## src/rtl/fp_pkg.sv

```systemverilog
// Shared types and constants for the sequential floating-point adder/subtractor.
// Widths are passed as arguments because a package cannot take parameters.
package fp_pkg;

    typedef enum logic [2:0] {
        ST_IDLE,
        ST_ALIGN,
        ST_ADD,
        ST_NORM,
        ST_ROUND,
        ST_DONE
    } state_e;

    typedef enum logic [1:0] {
        CLS_ZERO,
        CLS_NORM,
        CLS_INF,
        CLS_NAN
    } fp_class_e;

    localparam int FLAGS_W       = 4;
    localparam int FLAG_INVALID  = 3;
    localparam int FLAG_OVERFLOW = 2;
    localparam int FLAG_UNDERFLW = 1;
    localparam int FLAG_INEXACT  = 0;

    localparam int FP_MAX_W = 64;

    // Quiet NaN with positive sign, all-ones exponent and only the fraction MSB set.
    function automatic logic [FP_MAX_W-1:0] canonical_nan(input int exp_w, input int man_w);
        logic [FP_MAX_W-1:0] v;
        v = '0;
        for (int i = 0; i < exp_w; i++) begin
            v[man_w + i] = 1'b1;
        end
        v[man_w - 1] = 1'b1;
        return v;
    endfunction

endpackage

```

## src/rtl/fp_classify.sv

```systemverilog
// Combinational unpack of one operand into sign, exponent, mantissa with hidden bit and class.
// Subnormals are flushed: a zero exponent always classifies as zero with a zero mantissa.
module fp_classify
    import fp_pkg::*;
#(
    parameter  int EXP_W = 5,
    parameter  int MAN_W = 10,
    localparam int W     = 1 + EXP_W + MAN_W
) (
    input  logic [W-1:0]     op_i,
    output logic             sign_o,
    output logic [EXP_W-1:0] exp_o,
    output logic [MAN_W:0]   man_o,
    output fp_class_e        cls_o
);

    logic [MAN_W-1:0] frac;

    assign sign_o = op_i[W-1];
    assign exp_o  = op_i[W-2 -: EXP_W];
    assign frac   = op_i[MAN_W-1:0];

    always_comb begin
        cls_o = CLS_NORM;
        man_o = {1'b1, frac};
        if (exp_o == '0) begin
            cls_o = CLS_ZERO;
            man_o = '0;
        end else if (exp_o == '1) begin
            cls_o = (frac == '0) ? CLS_INF : CLS_NAN;
        end
    end

endmodule

```

## src/rtl/fp_addsub_seq.sv

```systemverilog
// Multicycle floating-point adder/subtractor: one bit of alignment or normalisation per cycle,
// round-to-nearest-even, with flushed subnormals and inf/NaN/overflow handling.
module fp_addsub_seq
    import fp_pkg::*;
#(
    parameter  int EXP_W = 5,
    parameter  int MAN_W = 10,
    localparam int W     = 1 + EXP_W + MAN_W
) (
    input  logic               clk,
    input  logic               rst_n,
    input  logic               in_valid,
    output logic               in_ready,
    input  logic [W-1:0]       a,
    input  logic [W-1:0]       b,
    input  logic               op,
    output logic               out_valid,
    input  logic               out_ready,
    output logic [W-1:0]       result,
    output logic [FLAGS_W-1:0] flags,
    output state_e             state_dbg
);

    // Handshakes: an operand pair transfers on a rising edge with in_valid && in_ready
    // (in_ready only in IDLE); a result transfers with out_valid && out_ready (out_valid
    // only in DONE), and result/flags hold steady until it does. Other cycles are ignored.

    localparam int MW        = MAN_W + 5;   // {carry, hidden, frac, G, R, S}
    localparam int SHIFT_MAX = MAN_W + 3;
    localparam logic [FP_MAX_W-1:0] NAN_WIDE = canonical_nan(EXP_W, MAN_W);
    localparam logic [W-1:0]        QNAN     = NAN_WIDE[W-1:0];
    localparam logic [EXP_W:0]      EXP_ONE  = {{EXP_W{1'b0}}, 1'b1};
    localparam logic [EXP_W:0]      EXP_LIM  = {1'b0, {EXP_W{1'b1}}};

    state_e               state_q, state_d;
    logic [MW-1:0]        ma_q, ma_d;
    logic [MW-1:0]        mb_q, mb_d;
    logic [EXP_W:0]       e_q, e_d;
    logic [EXP_W-1:0]     diff_q, diff_d;
    logic                 sign_q, sign_d;
    logic                 sub_q, sub_d;
    logic [W-1:0]         res_q, res_d;
    logic [FLAGS_W-1:0]   flags_q, flags_d;

    logic [W-1:0]         b_eff;
    logic                 sign_a, sign_b;
    logic [EXP_W-1:0]     exp_a, exp_b;
    logic [MAN_W:0]       man_a, man_b;
    fp_class_e            cls_a, cls_b;

    assign b_eff = b ^ {op, {(W-1){1'b0}}};

    fp_classify #(.EXP_W(EXP_W), .MAN_W(MAN_W)) u_cls_a (
        .op_i   (a),
        .sign_o (sign_a),
        .exp_o  (exp_a),
        .man_o  (man_a),
        .cls_o  (cls_a)
    );

    fp_classify #(.EXP_W(EXP_W), .MAN_W(MAN_W)) u_cls_b (
        .op_i   (b_eff),
        .sign_o (sign_b),
        .exp_o  (exp_b),
        .man_o  (man_b),
        .cls_o  (cls_b)
    );

    logic               special;
    logic [W-1:0]       spec_res;
    logic [FLAGS_W-1:0] spec_flags;

    always_comb begin
        special    = (cls_a != CLS_NORM) || (cls_b != CLS_NORM);
        spec_res   = a;
        spec_flags = '0;
        if ((cls_a == CLS_NAN) || (cls_b == CLS_NAN) ||
            ((cls_a == CLS_INF) && (cls_b == CLS_INF) && (sign_a != sign_b))) begin
            spec_res                 = QNAN;
            spec_flags[FLAG_INVALID] = 1'b1;
        end else if (cls_a == CLS_INF) begin
            spec_res = a;
        end else if (cls_b == CLS_INF) begin
            spec_res = b_eff;
        end else if ((cls_a == CLS_ZERO) && (cls_b == CLS_ZERO)) begin
            spec_res = {sign_a & sign_b, {(W-1){1'b0}}};
        end else if (cls_a == CLS_ZERO) begin
            spec_res = b_eff;
        end
    end

    // Order operands by magnitude at capture so the datapath only ever computes large - small.
    logic             a_ge_b;
    logic             lg_sign;
    logic [EXP_W-1:0] lg_exp, sm_exp, exp_diff;
    logic [MAN_W:0]   lg_man, sm_man;

    assign a_ge_b   = a[W-2:0] >= b_eff[W-2:0];
    assign lg_sign  = a_ge_b ? sign_a : sign_b;
    assign lg_exp   = a_ge_b ? exp_a  : exp_b;
    assign sm_exp   = a_ge_b ? exp_b  : exp_a;
    assign lg_man   = a_ge_b ? man_a  : man_b;
    assign sm_man   = a_ge_b ? man_b  : man_a;
    assign exp_diff = lg_exp - sm_exp;

    logic [MW-1:0]    sum;
    logic             rnd_up;
    logic [MAN_W+1:0] mr;
    logic [EXP_W:0]   e_rnd;
    logic [MAN_W-1:0] frac_rnd;
    logic             inexact;

    assign sum      = sub_q ? (ma_q - mb_q) : (ma_q + mb_q);
    assign inexact  = ma_q[2] | ma_q[1] | ma_q[0];
    assign rnd_up   = ma_q[2] & (ma_q[1] | ma_q[0] | ma_q[3]);
    assign mr       = {1'b0, ma_q[MW-2:3]} + {{(MAN_W+1){1'b0}}, rnd_up};
    assign e_rnd    = mr[MAN_W+1] ? (e_q + EXP_ONE) : e_q;
    assign frac_rnd = mr[MAN_W+1] ? mr[MAN_W:1] : mr[MAN_W-1:0];

    always_comb begin
        state_d = state_q;
        ma_d    = ma_q;
        mb_d    = mb_q;
        e_d     = e_q;
        diff_d  = diff_q;
        sign_d  = sign_q;
        sub_d   = sub_q;
        res_d   = res_q;
        flags_d = flags_q;

        unique case (state_q)
            ST_IDLE: begin
                if (in_valid) begin
                    if (special) begin
                        res_d   = spec_res;
                        flags_d = spec_flags;
                        state_d = ST_DONE;
                    end else begin
                        sign_d  = lg_sign;
                        sub_d   = sign_a ^ sign_b;
                        e_d     = {1'b0, lg_exp};
                        ma_d    = {1'b0, lg_man, 3'b000};
                        mb_d    = {1'b0, sm_man, 3'b000};
                        diff_d  = exp_diff;
                        state_d = (exp_diff == '0) ? ST_ADD : ST_ALIGN;
                    end
                end
            end
            ST_ALIGN: begin
                // Beyond SHIFT_MAX every bit of B would land in the sticky bit anyway.
                if (int'(diff_q) > SHIFT_MAX) begin
                    mb_d    = {{(MW-1){1'b0}}, 1'b1};
                    diff_d  = '0;
                    state_d = ST_ADD;
                end else begin
                    mb_d   = {1'b0, mb_q[MW-1:2], mb_q[1] | mb_q[0]};
                    diff_d = diff_q - EXP_W'(1);
                    if (diff_q == EXP_W'(1)) begin
                        state_d = ST_ADD;
                    end
                end
            end
            ST_ADD: begin
                if (sum == '0) begin
                    res_d   = '0;
                    flags_d = '0;
                    state_d = ST_DONE;
                end else begin
                    ma_d    = sum;
                    state_d = (sum[MW-1] || !sum[MW-2]) ? ST_NORM : ST_ROUND;
                end
            end
            ST_NORM: begin
                if (ma_q[MW-1]) begin
                    ma_d    = {1'b0, ma_q[MW-1:2], ma_q[1] | ma_q[0]};
                    e_d     = e_q + EXP_ONE;
                    state_d = ST_ROUND;
                end else if (e_q == EXP_ONE) begin
                    res_d                   = {sign_q, {(W-1){1'b0}}};
                    flags_d                 = '0;
                    flags_d[FLAG_UNDERFLW]  = 1'b1;
                    flags_d[FLAG_INEXACT]   = 1'b1;
                    state_d                 = ST_DONE;
                end else begin
                    ma_d = {ma_q[MW-2:0], 1'b0};
                    e_d  = e_q - EXP_ONE;
                    if (ma_q[MW-3]) begin
                        state_d = ST_ROUND;
                    end
                end
            end
            ST_ROUND: begin
                flags_d               = '0;
                flags_d[FLAG_INEXACT] = inexact;
                if (e_rnd >= EXP_LIM) begin
                    res_d                  = {sign_q, {EXP_W{1'b1}}, {MAN_W{1'b0}}};
                    flags_d[FLAG_OVERFLOW] = 1'b1;
                    flags_d[FLAG_INEXACT]  = 1'b1;
                end else begin
                    res_d = {sign_q, e_rnd[EXP_W-1:0], frac_rnd};
                end
                state_d = ST_DONE;
            end
            ST_DONE: begin
                if (out_ready) begin
                    state_d = ST_IDLE;
                end
            end
            default: state_d = ST_IDLE;
        endcase
    end

    always_ff @(posedge clk) begin
        if (!rst_n) begin
            state_q <= ST_IDLE;
            ma_q    <= '0;
            mb_q    <= '0;
            e_q     <= '0;
            diff_q  <= '0;
            sign_q  <= 1'b0;
            sub_q   <= 1'b0;
            res_q   <= '0;
            flags_q <= '0;
        end else begin
            state_q <= state_d;
            ma_q    <= ma_d;
            mb_q    <= mb_d;
            e_q     <= e_d;
            diff_q  <= diff_d;
            sign_q  <= sign_d;
            sub_q   <= sub_d;
            res_q   <= res_d;
            flags_q <= flags_d;
        end
    end

    assign in_ready  = (state_q == ST_IDLE);
    assign out_valid = (state_q == ST_DONE);
    assign result    = res_q;
    assign flags     = flags_q;
    assign state_dbg = state_q;

endmodule

```

## config.mk

```make
export PLATFORM = sky130hd
export DESIGN_NAME = fp_addsub_seq
export DESIGN_NICKNAME = d
export VERILOG_FILES = /design/src/rtl/fp_pkg.sv /design/src/rtl/fp_classify.sv /design/src/rtl/fp_addsub_seq.sv
export SDC_FILE = /design/constraint.sdc
export NUM_CORES = 1
export LEC_CHECK = 0
export BUFFER_PORTS_ARGS = -buffer_cell sky130_fd_sc_hd__buf_2
export CORE_ASPECT_RATIO = 0.7
export CORE_MARGIN = 2
export CORE_UTILIZATION = 55
export CTS_CLUSTER_SIZE = 30
export DETAILED_ROUTE_END_ITERATION = 7
export GPL_TIMING_DRIVEN = 0
export PLACE_DENSITY = 0.83
export SKIP_CTS_REPAIR_TIMING = 1
export SLEW_MARGIN = 20
export SYNTH_ARGS = -nofsm -noshare
export SYNTH_HDL_FRONTEND = slang
export SYNTH_SLANG_ARGS = --single-unit
export TNS_END_PERCENT = 50
```

## constraint.sdc

```tcl
create_clock -name clk -period 4.9 [get_ports clk]
set_clock_uncertainty 0.15 [all_clocks]
set_input_delay 0.245 -clock clk [delete_from_list [all_inputs] [get_ports clk]]
set_output_delay 0.245 -clock clk [all_outputs]
set_load 0.02 [all_outputs]
```

; ---- Word level (Yosys, flattened, before mapping)
; Index checks and enable logic that the tools add are counted.
[word_totals]
reg_bits = 66
inputBits = 37
out_inout_bits = 25
word_cells = 153
[classes]
add_sub_neg = 7
order_cmp = 3
n_eq_ne = 27
muxes = 68
bitwise_logic = 10
reduce_logical = 28
[ops]
columns = operator, count
row1 = $mux W16, 10
row2 = $mux W15, 9
row3 = $pmux W16 S4, 1
row4 = $pmux W15 S3, 1
row5 = $mux W11, 4
row6 = $mux W3, 10
row7 = $mux W6, 5
row8 = $pmux W15 S2, 1
row9 = $mux W5, 5
row10 = $logic_not A10 Y1, 2
row11 = $mux W4, 5
row12 = $pmux W3 S6, 1
row13 = $pmux W4 S4, 1
row14 = $xor A16 B16 Y16, 1
row15 = $add A15 B15 Y15, 1
row16 = $ge A15 B15 Y1, 1
row17 = $logic_not A15 Y1, 1
row18 = $logic_not A5 Y1, 3
row19 = $sub A15 B15 Y15, 1
row20 = $mux W14, 1
row21 = $add A11 B1 Y12, 1
row22 = $ne A2 B2 Y1 const B, 6
row23 = $pmux W6 S2, 1
row24 = $reduce_and A4 Y1, 3
row25 = 36 further kinds, 68

; ---- Longest topological paths before layout
[logic_depth]
word_depth = 14
depth_mapped = 19

; ---- Cells and area by module
; From an unflattened synthesis, not the netlist that was laid out.
[unflattened]
hier_cells = 977
hier_area_um2 = 7000.5
[by_module_without_submodules]
columns = mod, instances, cells_per_inst, area_each_um2
row1 = fp_addsub_seq, 1, 923, 6575.1
row2 = fp_classify, 2, 27, 212.7

; ---- Worst setup path before layout
; No wires, ideal clock.
[synth_path]
path_type = register -> register
startpoint = register mb_q[6]
endpoint = register res_q[2] (netlist: result[2])
setup_ps = 116
t_arrival_ps = 3717
t_required_ps = 4634
path_slack_ps = 917
stages_incl_launch_ff = 20
synth_period_minus_slack_ps = 3983
path_cell_list = dfxtp_1 > clkbuf_1 > nor4_1 > nor2_1 > nor2_1 > o21ai_0 > xnor2_1 > ha_1 > clkbuf_1 > a21o_1 > nor2b_1 > a311oi_1 > o211ai_1 > or4_4 > a2111oi_4 > o21a_1 > buf_4 > buf_6 > o221ai_1 > o211a_1
[synth_via]
elab_chain_len = 5
elab_cells_between_ends = 6
[synth_rtl]
columns = item, line_no
row1 = start: declaration, fp_addsub_seq.sv:37  ; logic [MW-1:0] mb_q, mb_d;
row2 = start signal: assignment, fp_addsub_seq.sv:227  ; mb_q <= mb_d;
row3 = $add A15 B15 Y15 or $sub A15 B15 Y15 (tied branches), fp_addsub_seq.sv:113  ; assign sum = sub_q ? (ma_q - mb_q) : (ma_q + mb_q);
row4 = $mux W15 (*), fp_addsub_seq.sv:113
row5 = $logic_not A15 Y1 (*), fp_addsub_seq.sv:164  ; if (sum == '0) begin
row6 = $ne A2 B2 Y1 (no source line) (*), n/a
row7 = $reduce_and A6 Y1 (no source line) (*), n/a
row8 = end signal: assignment, fp_addsub_seq.sv:232  ; res_q <= res_d;
row9 = end: declaration, fp_addsub_seq.sv:42  ; logic [W-1:0] res_q, res_d;
; Mark *: on every way between the ends. The rest lies on a longest branch, timed or not.
; A chain may end at the register's enable or synchronous reset.

; ---- Final worst setup path
[layout_path]
startpoint = register sub_q
endpoint = register res_q[4] (netlist: result[4])
[layout_via]
elab_chain_len = 4
[layout_rtl]
columns = item, line_no
row1 = start: declaration, fp_addsub_seq.sv:41  ; logic sub_q, sub_d;
row2 = start signal: assignment, fp_addsub_seq.sv:231  ; sub_q <= sub_d;
row3 = $mux W15, fp_addsub_seq.sv:113
row4 = $logic_not A15 Y1, fp_addsub_seq.sv:164
row5 = $ne A2 B2 Y1 (no source line), n/a
row6 = $reduce_and A6 Y1 (no source line), n/a
; No other way between the ends.

==> key figures <==
Routing
  • Total Wirelength: around 22000 um
  • DRT Pass-1 Iters: 8
  • DRC violations left: 2
  • Via density: 6.55
  • Post-route ant nets: 0
  • DRT iter0 DRCs: 1046
  • Drt wl/cell: between 15 and 20 um
  • Routed vias: 7142

STA
  • Slew headroom: 37.3%
  • Final hold violations: 0
  • RSZ-0062 raised after global routing: no
  • Max Slew Vio Count: 0
  • Final Setup Violations: 0
  • Max Clock Freq: 0.216 GHz
  • Setup TNS: 0 ns
  • Fin crit share: 94.4%
  • Final Critical Period: 4.63 ns
  • Worst-margin pin slew: 0.933 ns

Placed design
  • PortBufs: 60
  • GP Congestion: 0.989
  • DP HPWL: 16600 um
  • Cell Count Post-Placement: 1074

Finish
  • Final #Nets: 1008
  • # diodes: 0
  • Most frequent cells in the layout: nor2_1, nand2_1, dfxtp_1
  • Final cell count without fillers: between 1000 and 1500
  • Commonest non-fill, non-tap cell in the layout: nor2_1
  • Layout area overhead: 13.0%
  • Share of layout cells above drive strength 1: about a tenth

Run
  • Max Cap Violations: 0

CTS
  • Clk_lat worst skew: between 0.3 and 0.4 ns
  • H-tree Lvls: 3
  • Sink Count: 65
  • TritonCTS clock tree: done
  • CTS max path bufs: 2
  • Clock Pin Slew Worst Setup and Hold Paths: 0.07 ns
  • Num CTS Buffers: 9
  • CTS root buffer: clkbuf_16

Worst setup path
  • Critical Path Start Type: register
  • FF-to-FF Start: sub_q
  • R2r endpoint: result[4]
  • Crit end category: register
  • R2R depth: 15
  • Worst path required time: 4.98 ns
  • WP data arrival: around 4.7 ns
  • Critical path peak fanout: 10
  • R2r setup slk: 0.27 ns
  • Crit path kind: register to register

Global routing
  • Vias in the first global route: ~6500
  • Global route overflow: 0
  • Global-route wire length before repair: between 30000 and 40000 um
  • GRT Util Overall: 36.1%
  • Initial antenna violation count: 0
  • Largest net degree at the start of global routing: 14

Synth
  • Compound-gate portion of the synthesized area: 32.2%
  • Post-Synth Simple-Gate Area: about a quarter
  • Ys async rst share: 0%
  • Yosys cell types: 73
  • Largest family of logic cells by synthesized area: compound AO/OA/AOI/OAI gates
  • XOR/XNOR Fraction of Synth Area: 5.26%
  • Sequential area share after synthesis: 21.1%
  • Yosys reg bits: 65
  • Adder-cell share of the synthesized area: 8.04%
  • Mux share of post-synthesis cell area: 1.87%
  • Netlist Area Pre-Place: 0.00616 mm^2
  • Mapped Cells: 861
  • Top_reg_cell synth: dfxtp_1
  • Number of synthesized flops with an enable pin: 0
  • Ys Warns: 0
  • Post-Syn Area per Cell: 7.15 um^2
  • Post-synthesis net count: 937

Power and ir drop
  • Leakage Power: between 0.002 and 0.003 uW
  • Worst vdd ir: between 0.3 and 0.4 mV
  • Power density over the cells: 745 mW/mm^2

Worst hold path
  • Hold Path Origin: out_ready
  • WHS Endpoint: state_dbg[2]
  • HP Class: input port to register
  • Hold-critical path depth: 4

Floorplan
  • Die height: 92.5 um
  • Die Wd: 130 um
  • Die area: 0.0121 mm^2
  • Initial Util: a little under three fifths
  • IO Pins: 62
  • Cell Rows: 32
  • Core Box Area: 0.0110 mm^2

Outcome
  • Failing checks: DRC
  • Outcome: complete, but fails checks
## critical path: stages (launching register included)
cell,delay (ns)
dfxtp_1,0.41
clkbuf_1,0.39
a21oi_1,0.10
xnor2_1,0.27
ha_1,0.37
a21o_1,0.25
a221oi_2,0.42
o21ai_1,0.25
or3_1,0.36
a21o_1,0.20
a2111oi_4,0.50
o21a_1,0.17
buf_4,0.18
buf_6,0.16
o221ai_1,0.17
o211a_1,0.17
## area by class of cell
type	count	area, um^2
clock buffers	9	225
well taps	153	191
flip-flops and latches	65	1300
multi-input cells	703	4500
fillers	1073	4010
repair buffers	60	300
clock inverters	7	75.1
plain buffers	58	241
inverters	35	131
## Yosys cell counts, drive strengths merged, types with 4 or more instances
library cell | number | area [um^2]
clkbuf | 49 | 184
inv | 33 | 124
buf | 9 | 57.6
o22ai | 16 | 100
nor4 | 10 | 62.6
o31ai | 4 | 30.0
nor3 | 16 | 80.1
a311oi | 4 | 35.0
nand3b | 4 | 30.0
mux2 | 4 | 45.0
ha | 38 | 475
and2 | 6 | 37.5
o211ai | 17 | 128
a221oi | 20 | 181
nand2b | 9 | 56.3
o211a | 6 | 60.1
dfxtp | 65 | 1300
or3 | 4 | 25.0
a21oi | 55 | 275
xor2 | 8 | 70.1
mux2i | 7 | 70.1
a21boi | 4 | 30.0
a31oi | 9 | 56.3
a22oi | 10 | 75.1
o21a | 8 | 60.1
and3 | 20 | 125
nand3 | 47 | 235
xnor2 | 29 | 254
a21o | 9 | 67.6
nor3b | 11 | 82.6
o2111ai | 6 | 52.6
nor2 | 95 | 357
nand4 | 7 | 43.8
o21ai | 76 | 380
nor2b | 10 | 62.6
a211oi | 14 | 115
nand2 | 74 | 278
## layer usage
metal	wire length, um	part of all wire, %	up-vias	track usage [%]
met5	0	0	-	0
met4	292	1.4	0	7.45
met3	2960	14	43	11.2
met2	8810	41	465	52.0
met1	9500	44	3280	52.7
li1	-	-	3354	-
## sequential cells by signal, summed over array words and instances, names as in the netlist
signal     flops
diff_q         5
e_q            6
flags          4
ma_q          15
mb_q          14
result        16
sign_q         1
state_dbg      3
sub_q          1
## power by group
part / internal [uW] / total [uW] / switching (uW)
sequential: 707 / 934 / 226
combinational: 1330 / 3580 / 2250
clock: 399 / 671 / 272
## per-stage QoR
stage	cell area [um^2]	utilization [%]	worst slack [ns]	hold slack, ns	power [uW]
2_1_floorplan	6160	-	0.917	0.298	3480
3_3_place_gp	6650	60.6	0.309	0.283	4290
3_5_place_dp	6650	60.6	0.232	0.289	4350
4_1_cts	6950	63.4	0.213	0.0911	5020
5_1_grt	6960	63.5	0.0627	0.139	5550
6_report	6960	63.5	0.272	0.0952	5190
## how the worst max path moves through the flow
| stage | from | to | slack [ns] | cells after the start |
|---|---|---|---|---|
| 4_1_cts | mb_q[6] | result[4] | 0.21 | 19 |
| 6_report | sub_q | result[4] | 0.27 | 15 |
| 5_1_grt | sub_q | result[4] | 0.06 | 15 |
| 2_1_floorplan | mb_q[6] | result[2] | 0.92 | 19 |
| 3_3_place_gp | mb_q[6] | result[2] | 0.31 | 19 |
| 3_5_place_dp | mb_q[6] | result[4] | 0.23 | 19 |
## cells by family (layout without fill, tap and decap cells)
family / Yosys count / after routing
AND/OR/NAND/NOR: 324 / 324
AO/OA/AOI/OAI: 292 / 292
buffers and inverters: 93 / 169
flip-flops: 65 / 65
adder cells (fa/ha/maj): 39 / 39
XOR/XNOR: 37 / 37
multiplexers: 11 / 11
Power figures use the tool's default switching activity.
